`src/rtl/stopwatch_core.sv`:
```
// stopwatch_core: prescaled stopwatch timebase with a BCD MM:SS.t count,
// run/stop toggle, clear and lap-hold display.
// Optional feature macro: STOPWATCH_LAP_EN (lap freeze and capture registers).
// Control inputs are single-cycle pulses sampled on the rising edge; there
// is no handshake, each pulse is acted on in the cycle it is high.
module stopwatch_core #(
  parameter int CLK_HZ  = 100_000_000,
  parameter int TICK_HZ = 10,
  parameter int MAX_MIN = 59
) (
  input  logic       clk,
  input  logic       rst,
  input  logic       start_stop,
  input  logic       clear,
  input  logic       lap,
  output logic       running,
  output logic       frozen,
  output logic       tick,
  output logic       wrap,
  output logic [3:0] tenths,
  output logic [3:0] sec_ones,
  output logic [3:0] sec_tens,
  output logic [3:0] min_ones,
  output logic [3:0] min_tens
);

  localparam int DIV = CLK_HZ / TICK_HZ;
  localparam int PW  = $clog2(DIV);
  localparam logic [PW-1:0] LAST   = PW'(DIV - 1);
  localparam logic [3:0]    MT_MAX = 4'(MAX_MIN / 10);
  localparam logic [3:0]    MO_MAX = 4'(MAX_MIN % 10);

  logic [PW-1:0] r_presc;
  logic          r_running;
  logic          r_tick;
  logic          r_wrap;
  logic [3:0]    r_t, r_so, r_st, r_mo, r_mt;

  logic [PW-1:0] w_presc_nx;
  logic          w_running_nx;
  logic          w_step;
  logic          w_wrap;
  logic [3:0]    w_t, w_so, w_st, w_mo, w_mt;

  // Next prescaler, run state and BCD time; clear overrides everything.
  always_comb begin
    w_presc_nx   = r_presc;
    w_running_nx = r_running;
    w_step       = 1'b0;
    w_wrap       = 1'b0;
    w_t          = r_t;
    w_so         = r_so;
    w_st         = r_st;
    w_mo         = r_mo;
    w_mt         = r_mt;
    if (clear) begin
      w_presc_nx = '0;
      w_t        = 4'd0;
      w_so       = 4'd0;
      w_st       = 4'd0;
      w_mo       = 4'd0;
      w_mt       = 4'd0;
    end else begin
      if (start_stop) w_running_nx = ~r_running;
      if (r_running) begin
        if (r_presc == LAST) begin
          w_presc_nx = '0;
          w_step     = 1'b1;
        end else begin
          w_presc_nx = r_presc + 1'b1;
        end
      end
      if (w_step) begin
        if (r_t != 4'd9) begin
          w_t = r_t + 4'd1;
        end else begin
          w_t = 4'd0;
          if (r_so != 4'd9) begin
            w_so = r_so + 4'd1;
          end else begin
            w_so = 4'd0;
            if (r_st != 4'd5) begin
              w_st = r_st + 4'd1;
            end else begin
              w_st = 4'd0;
              if (r_mt == MT_MAX && r_mo == MO_MAX) begin
                w_mo   = 4'd0;
                w_mt   = 4'd0;
                w_wrap = 1'b1;
              end else if (r_mo == 4'd9) begin
                w_mo = 4'd0;
                w_mt = r_mt + 4'd1;
              end else begin
                w_mo = r_mo + 4'd1;
              end
            end
          end
        end
      end
    end
  end

  // Count state registers with synchronous reset.
  always_ff @(posedge clk) begin
    if (rst) begin
      r_presc   <= '0;
      r_running <= 1'b0;
      r_tick    <= 1'b0;
      r_wrap    <= 1'b0;
      r_t       <= 4'd0;
      r_so      <= 4'd0;
      r_st      <= 4'd0;
      r_mo      <= 4'd0;
      r_mt      <= 4'd0;
    end else begin
      r_presc   <= w_presc_nx;
      r_running <= w_running_nx;
      r_tick    <= w_step;
      r_wrap    <= w_wrap;
      r_t       <= w_t;
      r_so      <= w_so;
      r_st      <= w_st;
      r_mo      <= w_mo;
      r_mt      <= w_mt;
    end
  end

  assign running = r_running;
  assign tick    = r_tick;
  assign wrap    = r_wrap;

`ifdef STOPWATCH_LAP_EN
  logic       r_frozen;
  logic [3:0] r_dt, r_dso, r_dst, r_dmo, r_dmt;
  logic       w_frozen_nx;
  logic       w_capture;

  // Lap toggle: capture the presented time when entering the hold.
  always_comb begin
    w_frozen_nx = r_frozen;
    w_capture   = 1'b0;
    if (clear) begin
      w_frozen_nx = 1'b0;
    end else if (lap) begin
      w_frozen_nx = ~r_frozen;
      w_capture   = ~r_frozen;
    end
  end

  // Display registers follow the next live time unless a lap is held;
  // on capture they take the pre-increment time of this cycle.
  always_ff @(posedge clk) begin
    if (rst) begin
      r_frozen <= 1'b0;
      r_dt     <= 4'd0;
      r_dso    <= 4'd0;
      r_dst    <= 4'd0;
      r_dmo    <= 4'd0;
      r_dmt    <= 4'd0;
    end else begin
      r_frozen <= w_frozen_nx;
      if (!w_frozen_nx) begin
        r_dt  <= w_t;
        r_dso <= w_so;
        r_dst <= w_st;
        r_dmo <= w_mo;
        r_dmt <= w_mt;
      end else if (w_capture) begin
        r_dt  <= r_t;
        r_dso <= r_so;
        r_dst <= r_st;
        r_dmo <= r_mo;
        r_dmt <= r_mt;
      end
    end
  end

  assign frozen   = r_frozen;
  assign tenths   = r_dt;
  assign sec_ones = r_dso;
  assign sec_tens = r_dst;
  assign min_ones = r_dmo;
  assign min_tens = r_dmt;
`else
  logic w_unused_lap;
  assign w_unused_lap = lap;
  assign frozen   = 1'b0;
  assign tenths   = r_t;
  assign sec_ones = r_so;
  assign sec_tens = r_st;
  assign min_ones = r_mo;
  assign min_tens = r_mt;
`endif

endmodule

```
`config.mk`:
```
export PLATFORM = sky130hd
export DESIGN_NAME = stopwatch_core
export DESIGN_NICKNAME = d
export VERILOG_FILES = /design/src/rtl/stopwatch_core.sv
export SDC_FILE = /design/constraint.sdc
export NUM_CORES = 1
export LEC_CHECK = 0
export ABC_AREA = 1
export CAP_MARGIN = 20
export CORE_MARGIN = 5
export CORE_UTILIZATION = 50
export DETAILED_ROUTE_END_ITERATION = 8
export PLACE_DENSITY = 0.68
export SYNTH_ARGS = -nofsm -noshare
export SYNTH_HDL_FRONTEND = slang
export SYNTH_SLANG_ARGS = --single-unit
```
`constraint.sdc`:
```
create_clock -name clk -period 2 [get_ports clk]
set_input_delay 0.3 -clock clk [delete_from_list [all_inputs] [get_ports clk]]
set_output_delay 0.3 -clock clk [all_outputs]
set_load 0.05 [all_outputs]
```
Yosys cells after proc, flatten, opt, wreduce, memory -nomap -nowiden. Cells that the tools add are included.

$add $sub $neg: 6. Equality and inequality tests: 6. Mux-type cells: 12. Bitwise gates (word level): 6. Reductions and logical operators: 9.

Operators by type and width (count): $mux W4 (7); $add A24 B1 Y24 const B (1); $eq A24 B24 Y1 const B (1); $mux W24 (1); $add A4 B1 Y4 const B (5); $ne A4 B4 Y1 const B (2); $not A1 Y1 (6); $reduce_or A6 Y1 (1); $reduce_and A5 Y1 (1); $eq A4 B3 Y1 const B (1); $eq A4 B4 Y1 const B (1); $mux W1 (4); $ne A4 B3 Y1 const B (1); $reduce_and A2 Y1 (2); $reduce_and A4 Y1 (1); $reduce_and A3 Y1 (1); $reduce_bool A2 Y1 (1); $reduce_or A2 Y1 (1); $logic_and A1 B1 Y1 (1).

Bits in registers: 47. Logic and storage cells: 48.

Longest topological paths before layout. Gate-level depths: netlist of run 1.

Depth after elaboration: 6. Gate-level depth with buffers: 11. Gate-level depth less buffers: 11.

Least setup slack after synthesis of run 1. Ideal clock, no wire load.

Path type: register -> register. Start: register r_running, in the netlist running. End: register r_t[0], in the netlist tenths[0]. Arrival: 1663 ps. Required time: 1884 ps. Path slack: 221 ps. Stages on the path, launching flop included: 11. Path buffers: 1. Period minus slack after synthesis: 1779 ps. Cells stage by stage: dfxtp_1 -> inv_2 -> nor2_1 -> nand2_1 -> nor2_4 -> nand3_4 -> nand2_2 -> buf_6 -> o21ai_2 -> o21ai_0 -> inv_1.

Longest elaborated chain between the ends: 2.

RTL lines: from (decl) (line 34) `logic r_running;`; from (signal assigned) (line 117) `r_running <= w_running_nx;`; $mux W1 (line 65) `if (r_running) begin`; $mux W1 (line 56) `if (clear) begin`; to (signal assigned) (line 120) `r_t <= w_t;`; to (decl) (line 37) `logic [3:0] r_t, r_so, r_st, r_mo, r_mt;`.

No other way between the ends. The select of a mux whose other input is x is not followed. A chain may end at the register's enable or synchronous reset.

Final worst setup path of run 1.
Start: register r_mt[0], in the netlist min_tens[0]. End: output min_tens[0].

RTL lines: from (decl) (line 37); from (signal assigned) (line 124) `r_mt <= w_mt;`; to (decl) (line 24) `output logic [3:0] min_tens`.

No word-level cell between the ends.

==> metrics.md, run 1 <==
| Metric | Value |
|---|---|
| Outcome | finished clean |
| Buffer depth of the longest clock path | 2 |
| Clk pin slew, worst setup/hold paths | 0.08 ns |
| Via density | 4.80 |
| Crit path max-delay family | buffers and inverters |
| Number of synthesized flops with an enable pin | 0 |
| Area of the multi-input gates | 0.00143 mm^2 |
| Vias in the first global route | 2226 |
| Setup TNS | 0 ns |
| Total of max-cap violations | 0 |
| Yosys warning count | 0 |
| Async set-or-reset flop fraction in the synthesized netlist | 0 |
| Core area | 0.00514 mm^2 |
| Xor/xnor share of the synthesized area | 0.0330 |
| CP max-delay cell | clkdlybuf4s50_1 |
| Initial antenna violation count | 0 |
| Critical Path AT | 1.59 ns |
| Top-count cell post-synth | nand2_1 |
| Period utilization | 0.944 |
| Crit path cell chain | clkdlybuf4s50_1 |
| Post-Synthesis Cells | 418 |
| Yosys reg bits | 47 |
| Adder-cell share of the synthesized area | 0.0141 |
| Die Wd | 82.9 um |
| Syn Area/Cell | 6.36 um^2 |
| Final wirelength | 5.64 mm |
| RSZ-0062 raised after global routing | false |
| Synth Area in Simple Gates | 0.424 |
| WL/cell | 10.8 um |
| Count of pins over their slew limit | 0 |
| Row count | 26 |
| Synth area leaders | dfxtp_1, nand2_1, nor2_1, inv_1, nand3_1 |
| Mux cell area share after synthesis | 0 |
| Total GRT Usage | 0.165 |
| CTS root buf | clkbuf_8 |
| N_diodes | 0 |
| H-tree depth | 2 |
| Number of I/O pins | 29 |
| Post-CTS Hold Fix Bufs | 0 |
| Clk Latency, worst-skew pair | 0.30 ns |
| Vias | 2500 |
| Max Clk Rate | 530 MHz |
| DRT Pass-1 Iters | 4 |
| Worst min path class | flip-flop to flip-flop |
| GPL Wtd Cong | 0.889 |
| Fin Clk Skew | 0.00687 ns |
| Synth Area in Compound Gates | 0.0673 |
| Seq. cell area | 941 um^2 |
| Slew @ Worst Pin | 0.508 ns |
| Global-route wire length before repair | 9.74 mm |
| Worst path required time | 1.70 ns |
| Clock sinks | 47 |
| Number of post-CTS setup repair buffers | 0 |
| Mapped Area | 0.00266 mm^2 |
| DRT antenna net count | 0 |
| Synth Flop Type | dfxtp_1 |
| Post-synth top cells | nand2_1, nor2_1, inv_1 |
| Largest family of logic cells by synthesized area | simple AND/OR/NAND/NOR gates |
| Layout cells sized above 1 | 0.0710 |
| Tot Pwr | 1.55 mW |
| Gr ovfl total | 0 |
| Nets | 458 |
| Port bufs | 26 |
| Max rail drop VDD | 0.000310 V |
| Post-cts resize count | 0 |
| Synth area leader | dfxtp_1 |
| CTS Buf Count | 5 |
| Area Growth Syn to Fin | 16.0% |
| DRT iter0 DRCs | 102 |
| Die area | 0.00687 mm^2 |
| Startpoint types | flip-flop |
| Placed cells | 513 |
| Initial core utilization | 0.517 |
| Post-synth top area share | 0.354 |
| Leak Pwr | 1.23 nW |
| Cell area power density | 504 mW/mm^2 |
| Die span in y | 82.9 um |
| Min Tclk post-route | 1.89 ns |
| Peak per-stage delay on the critical path | 0.85 ns |
| Synth cell types | 32 |
| Fillers | 535 |
| Final hold violations | 0 |
| Layout Cells excl Fill | 521 |
| Final Setup Violations | 0 |
| Syn Nets | 426 |
| Sequential element share of the synthesized area | 0.354 |
| Detailed placement HPWL | 4.47 mm |
| Max_slew headroom | 0.660 |
| Pin count of the biggest net entering global routing | 14 |
| CP endpoint kind | output port |
| CTS tree | built |
| Critical Setup Path Class | flip-flop to output port |
| Critical Path Fanout Max | 6 |
| Drc violations | 0 |
| WP buf/inv | 1 |
placed cells by master, fill, tap and decap left out, types with 5 or more instances in the layout:
| cell type | netlist | final |
|---|---|---|
| a21oi_1 | 18 | 18 |
| buf_4 | 1 | 5 |
| clkbuf_8 | 0 | 5 |
| clkdlybuf4s50_1 | 0 | 25 |
| dfxtp_1 | 47 | 47 |
| inv_1 | 63 | 63 |
| nand2_1 | 107 | 107 |
| nand3_1 | 22 | 22 |
| nand4_1 | 11 | 11 |
| nor2_1 | 80 | 80 |
| nor2_2 | 5 | 5 |
| nor2_4 | 5 | 5 |
| nor3_1 | 14 | 14 |
| o21ai_0 | 7 | 7 |
| xor2_1 | 9 | 9 |
flip-flops by register name, summed over array words and instances (netlist names):
signal    cells
min_tens      4
running       1
tick          1
r_presc      24
sec_tens      4
wrap          1
min_ones      4
sec_ones      4
tenths        4
kinds of logic after synthesis:
family / after synthesis
simple gates: 253
flops: 47
fa+ha+maj: 3
compound gates: 32
xor+xnor: 10
other cells: 1
buf+inv: 72
cell type report:
type | count | share of cell area
multi-input combinational | 299 | 0.465
sequential | 47 | 0.305
timing repair buffer | 30 | 0.0933
inverter | 67 | 0.0816
tap | 70 | 0.0284
clock buffer | 7 | 0.0248
clock inverter | 1 | 0.00162
where the power goes:
part | switching [mW] | leakage, nW | internal, mW
Combinational | 0.0450 | 0.805 | 0.0211
Sequential | 0.00309 | 0.379 | 0.938
Clock | 0.302 | 0.0422 | 0.246
Total | 0.350 | 1.23 | 1.20
final timing paths:
kind                from           to  slack [ns]  cells past startpoint
min reg2reg  sec_ones[1]  sec_ones[1]        0.48                      2
min          sec_ones[1]  sec_ones[1]        0.48                      2
max reg2reg   r_presc[0]  r_presc[19]        0.22                     10
max          min_tens[0]  min_tens[0]        0.11                      1
stage by stage:
| step | hold slack (ns) | setup WS [ns] | cell area (um^2) | utilization |
|---|---|---|---|---|
| 6_report | 0.482 | 0.112 | 3080 | 0.600 |
| 5_1_grt | 0.501 | 0.0431 | 3080 | 0.600 |
| 4_1_cts | 0.486 | 0.107 | 3080 | 0.600 |
| 3_5_place_dp | 0.472 | 0.226 | 3000 | 0.584 |
| 3_3_place_gp | 0.472 | 0.245 | 3000 | 0.584 |
| 2_1_floorplan | 0.464 | 0.221 | 2660 | - |
routing by layer:
layer | wire (um) | GRT usage | vias to the layer above
met5 | 0 | 0 | -
met4 | 57 | 0.0401 | 0
met3 | 220 | 0.0406 | 5
met2 | 2620 | 0.287 | 40
met1 | 2740 | 0.205 | 1095
li1 | - | - | 1360
(Power assumes the default switching activity.)
==> run 2: changes to the inputs <==
Settings changed: SKIP_CTS_REPAIR_TIMING set to 1.
==> results of run 2 <==
The final DEF is identical to that of run 1; final timing and power are the same.
